==> src/rtl/enemy_pkg.sv <==
`default_nettype none
// ============================================================================
// Module      : enemy_pkg
// Description : Shared enemy definitions: dead-position code, row coordinates,
//               march phase encodings, sequencer FSM states and position
//               field slice constants.
// Revision    : 1.0 - initial release
// ============================================================================
package enemy_pkg;

    // Position code presented while an enemy is dead
    localparam logic [18:0] NONE = {19{1'b1}};

    // Position field slices: {x[18:9], y[8:0]}
    localparam int X_MSB = 18;
    localparam int X_LSB = 9;
    localparam int Y_MSB = 8;

    // Row coordinates (32-pixel row pitch)
    localparam logic [8:0] ROW0_Y = 9'd72;
    localparam logic [8:0] ROW1_Y = 9'd104;
    localparam logic [8:0] ROW2_Y = 9'd136;
    localparam logic [8:0] ROW3_Y = 9'd168;
    localparam logic [8:0] ROW4_Y = 9'd200;

    // March phases: L = step left, R = step right
    localparam logic [1:0] PH_L0 = 2'b00;
    localparam logic [1:0] PH_R0 = 2'b01;
    localparam logic [1:0] PH_R1 = 2'b10;
    localparam logic [1:0] PH_L1 = 2'b11;

    // Sequencer FSM states
    typedef enum logic [1:0] {
        ST_IDLE  = 2'd0,
        ST_MARCH = 2'd1,
        ST_DEAD  = 2'd2
    } march_state_t;

    // Extract the horizontal field of a packed position
    function automatic logic [9:0] pos_x(input logic [18:0] pos);
        return pos[X_MSB:X_LSB];
    endfunction

    // Extract the vertical field of a packed position
    function automatic logic [8:0] pos_y(input logic [18:0] pos);
        return pos[Y_MSB:0];
    endfunction

endpackage : enemy_pkg
`default_nettype wire

==> src/rtl/enemy_tick_divider.sv <==
`default_nettype none
// ============================================================================
// Module      : enemy_tick_divider
// Description : Free-running step divider. Counts enabled cycles and raises a
//               terminal-count pulse on the last cycle of each period. Clear
//               has priority over enable and returns the count to zero.
// Revision    : 1.0 - initial release
// ============================================================================
module enemy_tick_divider #(
    parameter int                TICK_W         = 24,
    parameter logic [TICK_W-1:0] TICKS_PER_STEP = 24'd500_000
) (
    input  logic i_Clk,
    input  logic i_Rst,
    input  logic i_En,
    input  logic i_Clr,
    output logic o_Tc
);

    localparam logic [TICK_W-1:0] LAST_TICK = TICKS_PER_STEP - TICK_W'(1);

    logic [TICK_W-1:0] tick_q;
    logic [TICK_W-1:0] tick_d;
    logic              w_last;

    assign w_last = (tick_q == LAST_TICK);
    // Pulse only on an enabled cycle so a held count never re-fires
    assign o_Tc   = i_En && !i_Clr && w_last;

    // Next count: clear wins, wrap at the terminal count, otherwise advance
    always_comb begin
        tick_d = tick_q;
        if (i_Clr) begin
            tick_d = '0;
        end else if (i_En) begin
            tick_d = w_last ? '0 : tick_q + TICK_W'(1);
        end
    end

    // Tick counter register
    always_ff @(posedge i_Clk or posedge i_Rst) begin
        if (i_Rst) begin
            tick_q <= '0;
        end else begin
            tick_q <= tick_d;
        end
    end

endmodule : enemy_tick_divider
`default_nettype wire

==> src/rtl/enemy_march_sequencer.sv <==
`default_nettype none
// ============================================================================
// Module      : enemy_march_sequencer
// Description : Holds one enemy's position, alive flag and march phase. On
//               each divider step it captures the move stage's next position
//               and advances the phase every STEPS_PER_PHASE steps.
//               Optional macro ENEMY_MARCH_PAUSE_EN adds i_Pause, which
//               freezes the march counters and phase while asserted.
// Revision    : 1.0 - initial release
// ============================================================================
module enemy_march_sequencer
    import enemy_pkg::*;
#(
    parameter int                TICK_W            = 24,
    parameter logic [TICK_W-1:0] TICKS_PER_STEP    = 24'd500_000,
    parameter logic [5:0]        STEPS_PER_PHASE   = 6'd32,
    parameter logic [9:0]        INIT_X            = 10'd320,
    parameter logic [8:0]        VERTICAL_POSITION = 9'd168
) (
    input  logic        i_Clk,
    input  logic        i_Rst,
    input  logic        i_Start,
    input  logic        i_Kill,
    input  logic        i_Respawn,
`ifdef ENEMY_MARCH_PAUSE_EN
    input  logic        i_Pause,
`endif
    input  logic [18:0] i_NextPosition,
    output logic        o_EnemyState,
    output logic [18:0] o_EnemyPosition,
    output logic [1:0]  o_PhaseState,
    output logic        o_MoveStrobe
);

    localparam logic [18:0] INIT_POS  = {INIT_X, VERTICAL_POSITION};
    localparam logic [5:0]  LAST_STEP = STEPS_PER_PHASE - 6'd1;

    march_state_t state_q, state_d;
    logic [18:0]  pos_q, pos_d;
    logic [1:0]   phase_q, phase_d;
    logic [5:0]   step_q, step_d;

    logic w_pause;
    logic w_march;
    logic w_tick_en;
    logic w_tick_clr;
    logic w_step;

`ifdef ENEMY_MARCH_PAUSE_EN
    assign w_pause = i_Pause;
`else
    assign w_pause = 1'b0;
`endif

    assign w_march    = (state_q == ST_MARCH);
    // A kill suppresses the step and clears the partial tick count
    assign w_tick_en  = w_march && !w_pause && !i_Kill;
    assign w_tick_clr = !w_march || i_Kill;

    enemy_tick_divider #(
        .TICK_W         (TICK_W),
        .TICKS_PER_STEP (TICKS_PER_STEP)
    ) u_tick_divider (
        .i_Clk (i_Clk),
        .i_Rst (i_Rst),
        .i_En  (w_tick_en),
        .i_Clr (w_tick_clr),
        .o_Tc  (w_step)
    );

    assign o_EnemyState    = (state_q != ST_DEAD);
    assign o_EnemyPosition = pos_q;
    assign o_PhaseState    = phase_q;
    assign o_MoveStrobe    = w_step;

    // Next-state, position capture and phase/step advance
    always_comb begin
        state_d = state_q;
        pos_d   = pos_q;
        phase_d = phase_q;
        step_d  = step_q;
        case (state_q)
            ST_IDLE: begin
                if (i_Kill) begin
                    state_d = ST_DEAD;
                    pos_d   = NONE;
                    phase_d = PH_L0;
                    step_d  = '0;
                end else if (i_Start) begin
                    state_d = ST_MARCH;
                end
            end
            ST_MARCH: begin
                if (i_Kill) begin
                    state_d = ST_DEAD;
                    pos_d   = NONE;
                    phase_d = PH_L0;
                    step_d  = '0;
                end else if (w_step) begin
                    pos_d = i_NextPosition;
                    if (step_q == LAST_STEP) begin
                        step_d  = '0;
                        phase_d = phase_q + 2'd1;
                    end else begin
                        step_d  = step_q + 6'd1;
                    end
                end
            end
            ST_DEAD: begin
                pos_d   = NONE;
                phase_d = PH_L0;
                step_d  = '0;
                // Respawn takes priority over a coincident kill
                if (i_Respawn) begin
                    state_d = ST_IDLE;
                    pos_d   = INIT_POS;
                end
            end
            default: begin
                state_d = ST_IDLE;
                pos_d   = INIT_POS;
                phase_d = PH_L0;
                step_d  = '0;
            end
        endcase
    end

    // State, position, phase and step registers
    always_ff @(posedge i_Clk or posedge i_Rst) begin
        if (i_Rst) begin
            state_q <= ST_IDLE;
            pos_q   <= INIT_POS;
            phase_q <= PH_L0;
            step_q  <= '0;
        end else begin
            state_q <= state_d;
            pos_q   <= pos_d;
            phase_q <= phase_d;
            step_q  <= step_d;
        end
    end

endmodule : enemy_march_sequencer
`default_nettype wire
==> config.mk <==
export PLATFORM = sky130hd
export DESIGN_NAME = enemy_march_sequencer
export DESIGN_NICKNAME = d
export VERILOG_FILES = /design/src/rtl/enemy_pkg.sv /design/src/rtl/enemy_tick_divider.sv /design/src/rtl/enemy_march_sequencer.sv
export SDC_FILE = /design/constraint.sdc
export NUM_CORES = 1
export LEC_CHECK = 0
export CAP_MARGIN = 20
export CORE_UTILIZATION = 60
export CTS_BUF_LIST = sky130_fd_sc_hd__clkbuf_8
export CTS_CLUSTER_DIAMETER = 200
export DETAILED_ROUTE_END_ITERATION = 10
export GPL_ROUTABILITY_DRIVEN = 0
export PLACE_DENSITY = 0.93
export SLEW_MARGIN = 25
export SYNTH_ARGS = -nofsm -noshare
export SYNTH_HDL_FRONTEND = slang
export SYNTH_HIERARCHICAL = 1
export SYNTH_SLANG_ARGS = --single-unit
export TNS_END_PERCENT = 100
==> constraint.sdc <==
create_clock -name i_Clk -period 4.1 [get_ports i_Clk]
set_clock_uncertainty 0.1 [all_clocks]
set_input_delay 0.82 -clock i_Clk [delete_from_list [all_inputs] [get_ports i_Clk]]
set_output_delay 0.82 -clock i_Clk [all_outputs]
set_load 0.005 [all_outputs]
==> run summary <==
=========================================================================================
Detailed placer's ending HPWL ..............................................      5000 um
Library cell contributing the largest single delay on the critical path .... sky130_fd_sc_hd__clkdlybuf4s50_1
Final layout net count .....................................................          366
I/O pin count ..............................................................           47
Crit path max-delay family ................................................. simple AND/OR/NAND/NOR gates
Post-CTS Resized ...........................................................            0
CTS Root Cell .............................................................. sky130_fd_sc_hd__clkbuf_8
Post-route setup slack .....................................................     0.335 ns
Instance count after placement with tap cells included .....................          385
Yosys Warn Count ...........................................................            6
Postcts setup bufs .........................................................            0
Proportion of register bits with asynchronous set or reset after synthesis .         1.00
Top cells by area, synth ................................................... sky130_fd_sc_hd__dfrtp_1 (41%), sky130_fd_sc_hd__o22a_1 (5.4%), sky130_fd_sc_hd__nor2_1 (5.2%), sky130_fd_sc_hd__dfstp_2 (4.5%), sky130_fd_sc_hd__o21ai_0 (2.4%)
Status ..................................................................... finished clean
Share of the clock period used by the worst path ...........................        0.918
Ratio of cells with drive above 1 in the final layout ......................        0.117
Clock Path Buffers .........................................................            2
Avg Cell Area, Syn .........................................................     9.74 um2
DR WL/cell .................................................................      18.7 um
Worst-case vdd ir drop .....................................................   0.000204 V
H-tree depth ...............................................................            2
Number of global-route vias before repair ..................................         2556
Slew of the pin with the lowest slew margin ................................     0.736 ns
Detailed-routing iteration count for the pre-antenna-repair pass ...........            5
Clock latency of the later-clocked register in the worst-skew pair .........      0.32 ns
Sequential area share after synthesis ......................................        0.457
CP max FO ..................................................................            8
Post-route standard cell area excluding fillers ............................  0.00349 mm2
Placed Area ................................................................  0.00340 mm2
Final instance count without filler cells ..................................          393
Site Rows ..................................................................           24
Largest stage delay on the critical path ...................................      0.58 ns
Compound-Gate Fraction of Synth Area .......................................        0.193
Period minus WS final ......................................................      3.76 ns
# clock sinks ..............................................................           53
Cts bufs inserted ..........................................................            5
Number of pins with negative max-slew slack in the final report ............            0
Number of vias per cell ....................................................         6.69
Crit path launch type ......................................................    flip-flop
Power per cell area ........................................................   292 mW/mm2
Setup Viol. Count Final ....................................................            0
Relative slew margins ......................................................        0.506
Worst setup slack after placement ..........................................     0.480 ns
Leading register cell type out of synthesis ................................ sky130_fd_sc_hd__dfrtp_1
Main combinational cell family by area after synthesis ..................... simple AND/OR/NAND/NOR gates
GRT Total Usage ............................................................        0.312
Hold-fix buffers, CTS ......................................................            0
Area of the mapped netlist .................................................  0.00291 mm2
Antenna fix cells ..........................................................            0
Number of enable-type register cells in the synthesized netlist ............            0
Grt total ovfl .............................................................            0
Number of vias in the routed layout ........................................         2629
P_leak .....................................................................      1.38 nW
Die height .................................................................      71.7 um
Synth Net Count ............................................................          325
TNS Setup ..................................................................         0 ns
Number of max-cap violations ...............................................            0
Share of synthesized cell area in and, or, nand and nor gates ..............        0.268
Count of mapped cells out of synthesis .....................................          299
Area grow syn2layout .......................................................        19.8%
Post-synthesis cell type count .............................................           64
Wire length of the first global-routing pass ...............................     12300 um
Pin count of the biggest net entering global routing .......................           35
Count of nets left with antenna violations after detail routing ............            0
Register clock-pin slew on the reported worst setup and hold paths .........      0.10 ns
Final wirelength ...........................................................      7370 um
Cell-by-cell listing of the critical path .................................. nor4b_1, nand4_1, or2_1, nor3_1, clkdlybuf4s50_1
Data arrival time of the critical path .....................................      2.84 ns
Utilization after layout ...................................................        0.775
Initial standard-cell utilization of the core ..............................        0.647
Critical path data required time ...........................................      3.18 ns
Synth area leader .......................................................... sky130_fd_sc_hd__dfrtp_1
Maximum frequency from static timing analysis ..............................    0.266 GHz
Combined buffer and inverter count along the critical path .................            1
TritonCTS clock tree .......................................................          yes
Xor-xnor portion of the synthesized cell area ..............................       0.0241
Initial antenna violation count ............................................            0
Core area ..................................................................  0.00450 mm2
Number of synthesized register bits ........................................           53
Post-Route Hold Slack ......................................................     0.410 ns
RSZ-0062 raised after global routing .......................................           no
Die span in x ..............................................................      71.7 um
Starting DRT DRC Count .....................................................          279
Portion of synthesized cell area occupied by the leading cell type .........        0.412
Multiplexer share of the synthesized area ..................................       0.0150
CP Class ...................................................................   reg -> out
Die area ...................................................................  0.00514 mm2
Setup crit end kind ........................................................   output pin
Final hold vios ............................................................            0
Adder-cell share of the synthesized area ...................................      0.00859
Total DRC errors in the routed layout ......................................            0
Number of buffers added on ports ...........................................           46
Type of the worst min-delay path ...........................................   reg -> reg
Post-layout power ..........................................................      1.02 mW
=========================================================================================
==> layout make-up <==
cell class	count	area, um2
multi-input combinational	223	1480
sequential	53	1330
fill	308	1010
timing repair buffer	52	505
clock buffer	5	68.8
tap	52	65.1
inverter	5	18.8
clock inverter	3	17.5
==> placed cells by master, fill, tap and decap left out, types with 4 or more instances in the layout <==
cell type,instances
sky130_fd_sc_hd__nor3_1,7
sky130_fd_sc_hd__buf_4,6
sky130_fd_sc_hd__or3_1,7
sky130_fd_sc_hd__nand2_1,17
sky130_fd_sc_hd__a21oi_1,10
sky130_fd_sc_hd__clkbuf_8,5
sky130_fd_sc_hd__nor2b_1,4
sky130_fd_sc_hd__dfstp_2,5
sky130_fd_sc_hd__o21ai_0,14
sky130_fd_sc_hd__clkdlybuf4s50_1,46
sky130_fd_sc_hd__a211oi_1,4
sky130_fd_sc_hd__xor2_1,7
sky130_fd_sc_hd__o22a_1,18
sky130_fd_sc_hd__nand2b_1,4
sky130_fd_sc_hd__nor2_1,40
sky130_fd_sc_hd__dfrtp_1,48
sky130_fd_sc_hd__nand4_1,9
sky130_fd_sc_hd__a21o_1,4
sky130_fd_sc_hd__nand3_1,12
==> sequential cells by signal (all words and copies together), names as in the netlist <==
name	cells
o_EnemyPosition	19
o_PhaseState	2
state_q	2
step_q	6
u_tick_divider/tick_q	24
==> routing by layer <==
layer  up-vias  track usage  part of all wire
met4         0        0.126             0.033
met5         -            0                 0
met1      1293        0.406              0.41
met2       124        0.514              0.49
li1       1189            -                 -
met3        23       0.0647             0.067
==> Yosys cell counts (all sizes together) (3+ instances only) <==
cell type   n
nor4b       3
dfrtp      48
nand2b      5
nor2b       4
or2         3
nand4      12
nor3        9
o21ai      16
buf         6
a31oi       3
dfstp       5
a311oi      3
o22a       18
a211oi      5
o41ai       3
inv         5
and3        3
clkbuf     12
a21oi      10
nor4        4
or3         7
nand3      12
nor2       41
nand2      18
a21o        4
xor2        7
mux2        3
==> where the power goes <==
group / internal, mW / switching, mW / total [mW] / leakage (nW)
Clock: 0.118 / 0.172 / 0.291 / 0.0439
Combinational: 0.0913 / 0.0670 / 0.158 / 0.669
Sequential: 0.548 / 0.0224 / 0.570 / 0.670
==> cell families after synthesis <==
kind of cell | Yosys count
AOI/OAI and AO/OA | 75
adders and majority gates | 2
DFF | 53
and+or+nand+nor | 134
muxes | 4
xor gates and xnor gates | 8
buffers and inverters | 23
==> worst reg2reg max path, stage by stage, from the launching register on <==
cell and delay [ns]:
sky130_fd_sc_hd__dfrtp_1 0.52, sky130_fd_sc_hd__nor4b_1 0.33, sky130_fd_sc_hd__nand4_1 0.29, sky130_fd_sc_hd__or2_1 0.45, sky130_fd_sc_hd__nor3_1 0.37, sky130_fd_sc_hd__a211o_1 0.48
sky130_fd_sc_hd__o21ai_0 0.17, sky130_fd_sc_hd__buf_4 0.22, sky130_fd_sc_hd__o22a_1 0.19
==> final timing paths <==
| path | start | to | slack, ns | cells after the start |
|---|---|---|---|---|
| min in group asynchronous | i_Rst | u_tick_divider/tick_q[17] | 0.79 | 2 |
| max | u_tick_divider/tick_q[13] | o_MoveStrobe | 0.34 | 5 |
| min reg2reg | o_EnemyPosition[9] | o_EnemyPosition[9] | 0.41 | 1 |
| max reg2reg | u_tick_divider/tick_q[13] | o_EnemyPosition[11] | 0.86 | 8 |
| max in group asynchronous | i_Rst | o_EnemyPosition[10] | 2.69 | 2 |
| min | o_EnemyPosition[9] | o_EnemyPosition[9] | 0.41 | 1 |
Note: power is estimated with default switching activity, not from simulation.
